<file path="config.mk">
export PLATFORM = sky130hd
export DESIGN_NAME = fifo_ctrl8_flat
export DESIGN_NICKNAME = d
export VERILOG_FILES = /design/src/rtl/fifo_ctrl8_if.sv /design/src/rtl/fifo_ctrl8.sv /design/src/flat_wrapper.sv
export SDC_FILE = /design/constraint.sdc
export NUM_CORES = 1
export LEC_CHECK = 0
export BUFFER_PORTS_ARGS = -buffer_cell sky130_fd_sc_hd__buf_4
export CELL_PAD_IN_SITES_DETAIL_PLACEMENT = 1
export CELL_PAD_IN_SITES_GLOBAL_PLACEMENT = 1
export CORE_AREA = 2 2 78 109
export CTS_CLUSTER_SIZE = 28
export DETAILED_ROUTE_END_ITERATION = 6
export DIE_AREA = 0 0 80 111
export PLACE_DENSITY_LB_ADDON = 0.1
export SLEW_MARGIN = 20
export SYNTH_ARGS = -nofsm -noshare
export SYNTH_HDL_FRONTEND = slang
export SYNTH_SLANG_ARGS = --single-unit
</file>
<file path="constraint.sdc">
create_clock -name clk -period 2.3 [get_ports clk]
set_clock_uncertainty 0.1 [all_clocks]
set_input_delay 0.23 -clock clk [delete_from_list [all_inputs] [get_ports clk]]
set_output_delay 0.23 -clock clk [all_outputs]
set_load 0.02 [all_outputs]
</file>
<file path="src/rtl/fifo_ctrl8_if.sv">
// fifo_ctrl8_if: write/read handshake and status bundle for the fifo_ctrl8 FIFO.
interface fifo_ctrl8_if #(
    parameter int DATA_W = 8,
    parameter int DEPTH = 8
) ();
    logic                      wr_enb;
    logic [DATA_W-1:0]         wr_data;
    logic                      rd_enb;
    logic [DATA_W-1:0]         rd_data;
    logic                      fifo_full;
    logic                      fifo_empty;
    logic                      fifo_almost_full;
    logic                      fifo_almost_empty;
    logic                      fifo_overrun;
    logic                      fifo_underrun;
    logic [$clog2(DEPTH):0]    fifo_count;
    modport master (
        output wr_enb, wr_data, rd_enb,
        input  rd_data, fifo_full, fifo_empty, fifo_almost_full, fifo_almost_empty,
               fifo_overrun, fifo_underrun, fifo_count
    );
    modport slave (
        input  wr_enb, wr_data, rd_enb,
        output rd_data, fifo_full, fifo_empty, fifo_almost_full, fifo_almost_empty,
               fifo_overrun, fifo_underrun, fifo_count
    );
endinterface

</file>
<file path="src/rtl/fifo_ctrl8.sv">
// fifo_ctrl8: single-clock FIFO with registered read data, registered status flags
// and one-cycle overrun/underrun pulses.
module fifo_ctrl8 #(
    parameter int DATA_W = 8,
    parameter int DEPTH = 8
) (
    input logic clk,
    input logic rst,
    fifo_ctrl8_if.slave bus
);
    localparam int AW = $clog2(DEPTH);
    localparam logic [AW:0] FULL_CNT = (AW+1)'(DEPTH);
    localparam logic [AW:0] ONE_CNT = (AW+1)'(1);
    logic [DATA_W-1:0] mem [DEPTH];
    logic [AW-1:0] wr_ptr, rd_ptr;
    logic [AW:0] count, count_nxt;
    logic [DATA_W-1:0] rd_data;
    logic full, empty, almost_full, almost_empty, overrun, underrun;
    logic wr_ok, rd_ok;
    // A full FIFO still accepts a write when a read frees a slot in the same cycle.
    always_comb begin
        rd_ok = bus.rd_enb && !empty;
        wr_ok = bus.wr_enb && (!full || rd_ok);
        count_nxt = (wr_ok && !rd_ok) ? count + 1'b1 : (rd_ok && !wr_ok) ? count - 1'b1 : count;
    end
    always_ff @(posedge clk or posedge rst) begin
        if (rst) begin
            wr_ptr <= '0;
            rd_ptr <= '0;
            count <= '0;
            rd_data <= '0;
            full <= 1'b0;
            empty <= 1'b1;
            almost_full <= 1'b0;
            almost_empty <= 1'b1;
            overrun <= 1'b0;
            underrun <= 1'b0;
        end else begin
            if (wr_ok) wr_ptr <= wr_ptr + 1'b1;
            if (rd_ok) begin
                rd_ptr <= rd_ptr + 1'b1;
                rd_data <= mem[rd_ptr];
            end
            count <= count_nxt;
            full <= count_nxt == FULL_CNT;
            empty <= count_nxt == '0;
            almost_full <= count_nxt >= FULL_CNT - ONE_CNT;
            almost_empty <= count_nxt <= ONE_CNT;
            overrun <= bus.wr_enb && !wr_ok;
            underrun <= bus.rd_enb && !rd_ok;
        end
    end
    // Storage is left uncleared on reset; the empty flag keeps stale words unreachable.
    always_ff @(posedge clk) begin
        if (wr_ok) mem[wr_ptr] <= bus.wr_data;
    end
    assign bus.rd_data = rd_data;
    assign bus.fifo_full = full;
    assign bus.fifo_empty = empty;
    assign bus.fifo_almost_full = almost_full;
    assign bus.fifo_almost_empty = almost_empty;
    assign bus.fifo_overrun = overrun;
    assign bus.fifo_underrun = underrun;
    assign bus.fifo_count = count;
endmodule

</file>
<file path="src/flat_wrapper.sv">
// flat-port wrapper written by rule: the top's interface ports become plain ports
module fifo_ctrl8_flat 
#(
    parameter int DATA_W = 8,
    parameter int DEPTH = 8
)
  (clk, rst, bus_wr_enb, bus_wr_data, bus_rd_enb, bus_rd_data, bus_fifo_full, bus_fifo_empty, bus_fifo_almost_full, bus_fifo_almost_empty, bus_fifo_overrun, bus_fifo_underrun, bus_fifo_count);
  fifo_ctrl8_if #(.DATA_W(DATA_W), .DEPTH(DEPTH)) bus_i ();
  input logic clk;
  input logic rst;
  input wire logic [$bits(bus_i.wr_enb)-1:0] bus_wr_enb;
  input wire logic [$bits(bus_i.wr_data)-1:0] bus_wr_data;
  input wire logic [$bits(bus_i.rd_enb)-1:0] bus_rd_enb;
  output wire logic [$bits(bus_i.rd_data)-1:0] bus_rd_data;
  output wire logic [$bits(bus_i.fifo_full)-1:0] bus_fifo_full;
  output wire logic [$bits(bus_i.fifo_empty)-1:0] bus_fifo_empty;
  output wire logic [$bits(bus_i.fifo_almost_full)-1:0] bus_fifo_almost_full;
  output wire logic [$bits(bus_i.fifo_almost_empty)-1:0] bus_fifo_almost_empty;
  output wire logic [$bits(bus_i.fifo_overrun)-1:0] bus_fifo_overrun;
  output wire logic [$bits(bus_i.fifo_underrun)-1:0] bus_fifo_underrun;
  output wire logic [$bits(bus_i.fifo_count)-1:0] bus_fifo_count;
  assign bus_i.wr_enb = bus_wr_enb;
  assign bus_i.wr_data = bus_wr_data;
  assign bus_i.rd_enb = bus_rd_enb;
  assign bus_rd_data = bus_i.rd_data;
  assign bus_fifo_full = bus_i.fifo_full;
  assign bus_fifo_empty = bus_i.fifo_empty;
  assign bus_fifo_almost_full = bus_i.fifo_almost_full;
  assign bus_fifo_almost_empty = bus_i.fifo_almost_empty;
  assign bus_fifo_overrun = bus_i.fifo_overrun;
  assign bus_fifo_underrun = bus_i.fifo_underrun;
  assign bus_fifo_count = bus_i.fifo_count;
  fifo_ctrl8 #(.DATA_W(DATA_W), .DEPTH(DEPTH)) u_core (.clk(clk), .rst(rst), .bus(bus_i));
endmodule
</file>
==> metrics <==
initial core utilization=43.4%; CTS H-tree depth=3; sequential element share of the synthesized area=72.8%; CP Max Fanout=6; CP endpoint kind=flip-flop; Net Sw Power=0.00176 W; Area after DPL=3880 µm²; Hold Crit Class=input port to asynchronous set/reset pin; Pins Over Slew Limit=0; Cells after DPL=331; final hold violation count=9; Period minus WS final=2.10 ns; async set-or-reset flop fraction in the synthesized netlist=27.3%; Slew @ Worst Pin=0.908 ns; drt drc=0; clock network power share=27.2%; core area=8000 µm²; worst path cell trace=or3b_1, nor4_1, o21ai_0, a2111oi_1; initial antenna violation count=0; antenna cells=0; Via density=5.29; Synth top area share=55.4%; Switching Share=31.6%; crit path kind=flip-flop to flip-flop; RR Startpoint=u_core.bus.fifo_empty; most frequent cell after synthesis=edfxtp_1; fmax=476 MHz; Clock Latency Late Sink=0.34 ns; initial DRC count=85; vias=1837; max_cap viols=0; vias in the first global route=2065; Comb pwr share=30.9%; Root Buffer=clkbuf_16; synth cell count leaders=edfxtp_1 (64), dfrtp_1 (22), mux4_2 (16), nand2_1 (16), o21ai_0 (10); Finished Layout Cells=347; Final ANT Viol Nets=0; Area growth, synth to finish=21.0%; fin crit share=91.3%; hold slack=-0.0147 ns; Avg Cell Area, Syn=17.7 µm²; IO Port Bufs=29; Die Width=80 µm; Seq pwr share=41.9%; Yosys Warn Count=0; TritonCTS clock tree=yes; reg2reg end=u_core.bus.fifo_empty; Die Y=111 µm; hold buffer count at CTS=0; hpwl dp=4960 µm; Total Power=0.00559 W; Pre-antenna DRT Iters=4; RSZ-0062 raised after global routing=no; Post-synth EDFFs=64; pin count of the biggest net entering global routing=25; cell area after synthesis=3470 µm²; Fill cells=784; Worst R2R Path Depth=4; Net Count, Synth=212; Synth area leaders=edfxtp_1 (55%), dfrtp_1 (16%), mux4_2 (10%), mux2i_1 (2.3%), nand2_1 (1.7%); CTS sink cnt=88; Worst path slowest cell=a2111oi_1; Post-Route WL=7050 µm; Slew HR=39.4%; failing checks=hold timing; # rows=39; Core Util, Final=52.5%; Cells after Synth=196; status=complete, but fails checks; Final setup viols=0; routed length per instance=20.3 µm; PwrDens=1330 nW/µm²; global route overflow=0; number of I/O pins=30; Most used DFF post-synth=edfxtp_1; Placer Congestion=0.743; Nets=256; CTS buffer count=9; synthesis-stage register bit count=88; DIE AREA=8880 µm²; first-pass GRT wire length=11300 µm; share of cells above drive strength 1=32.2%; WP data required=2.38 ns; clk slew on worst S/H paths=0.07 ns; R2R Setup Slk=0.20 ns; Synth area leader=edfxtp_1; Leakage=1.58 nW; Max VDD drop=0.633 mV; Clock Path Buffers=2; crit path DAT=2.18 ns; Worst Setup Start Kind=flip-flop; internal power=0.00383 W; post-synth cell types=37; CP peak stage delay=0.59 ns; gr usage total=18.0%; Final Cell Area=4200 µm²
## what timing repair did
action / CTS / global route
setup endpoints to repair: 1 / 1
setup buffers: 0 / 0
resized for setup: 1 / 1
cloned: 0 / 0
## per-stage QoR
| step | setup slack, ns | setup TNS (ns) |
|---|---|---|
| global route | 0.0910 | 0 |
| floorplan | 0.0870 | 0 |
| CTS | 0.00296 | 0 |
| detailed placement | -0.0895 | -0.0895 |
| global placement | 0.0791 | 0 |
| finish | 0.199 | 0 |
## per-layer routing
layer / track usage (%) / vias up / wire length (µm)
li1: - / 850 / -
met1: 21.3 / 935 / 2820
met2: 30.5 / 42 / 3880
met3: 4.97 / 10 / 222
met4: 7.12 / 0 / 134
met5: 0 / - / 0
## how the worst max path moves through the flow
stage               cells past startpoint  slack [ns]                     to             startpoint
finish                                  4        0.20  u_core.bus.fifo_empty  u_core.bus.fifo_empty
global route                            4        0.09  u_core.bus.fifo_empty  u_core.bus.fifo_empty
CTS                                     4       0.003  u_core.bus.fifo_empty  u_core.bus.fifo_empty
detailed placement                      4       -0.09  u_core.bus.fifo_empty  u_core.bus.fifo_empty
global placement                        4        0.08  u_core.bus.fifo_empty  u_core.bus.fifo_empty
floorplan                               5        0.09       u_core.mem[3][0]  u_core.bus.fifo_empty
## cells by family (layout without fill, tap and decap cells)
logic type      count (synthesis)  count (layout)  synth area share, %
compound gates                 21              21                 4.18
xor+xnor                        6               6                 1.51
fa+ha+maj                       4               4                 1.44
buf+inv                        11              60                 1.26
flops                          88              88                 72.8
mux                            25              25                 13.0
simple gates                   41              41                 5.81
## power groups by stage
stage	logic, W	clock network [W]	registers [W]
floorplan	0.00101	0	0.00244
global placement	0.00169	0	0.00235
detailed placement	0.00175	0	0.00238
CTS	0.00176	0.00155	0.00235
global route	0.00188	0.00162	0.00239
finish	0.00173	0.00152	0.00234
## final cells by class
class                   instances  area [µm²]  share of cell area (%)
flip-flops and latches         88        2520                    60.1
multi-input cells              97         915                    21.8
repair buffers                 41         308                    7.33
clock buffers                   9         225                    5.37
well taps                     102         128                    3.04
clock inverters                 7        86.3                    2.06
inverters                       3        11.3                   0.268
## layout by cell type (no fill, tap or decap), drive strengths merged, types with 2 or more instances in the layout
| cell type | n |
|---|---|
| nor2 | 6 |
| ha | 4 |
| mux4 | 16 |
| dfrtp | 22 |
| inv | 3 |
| nor3 | 2 |
| edfxtp | 64 |
| nand2 | 16 |
| buf | 41 |
| nand2b | 4 |
| nand3 | 2 |
| a21o | 2 |
| xnor2 | 5 |
| dfstp | 2 |
| nor2b | 2 |
| clkinv | 5 |
| a2111oi | 2 |
| bufinv | 2 |
| clkbuf | 9 |
| mux2i | 8 |
| o21ai | 10 |
| and3 | 3 |
## state kept, by name (all words and copies together) (netlist names)
| signal | cells |
|---|---|
| u_core.bus.fifo_almost_empty | 1 |
| u_core.bus.fifo_almost_full | 1 |
| u_core.bus.fifo_count | 4 |
| u_core.bus.fifo_empty | 1 |
| u_core.bus.fifo_full | 1 |
| u_core.bus.fifo_overrun | 1 |
| u_core.bus.fifo_underrun | 1 |
| u_core.bus.rd_data | 8 |
| u_core.mem | 64 |
| u_core.rd_ptr | 3 |
| u_core.wr_ptr | 3 |
## worst max-delay path, delay by kind of cell (launching register included)
| family | cells | cell delay, ns |
|---|---|---|
| AOI/OAI and AO/OA | 2 | 0.79 |
| and+or+nand+nor | 2 | 0.67 |
| DFF | 1 | 0.39 |
Power figures use the tool's default switching activity.
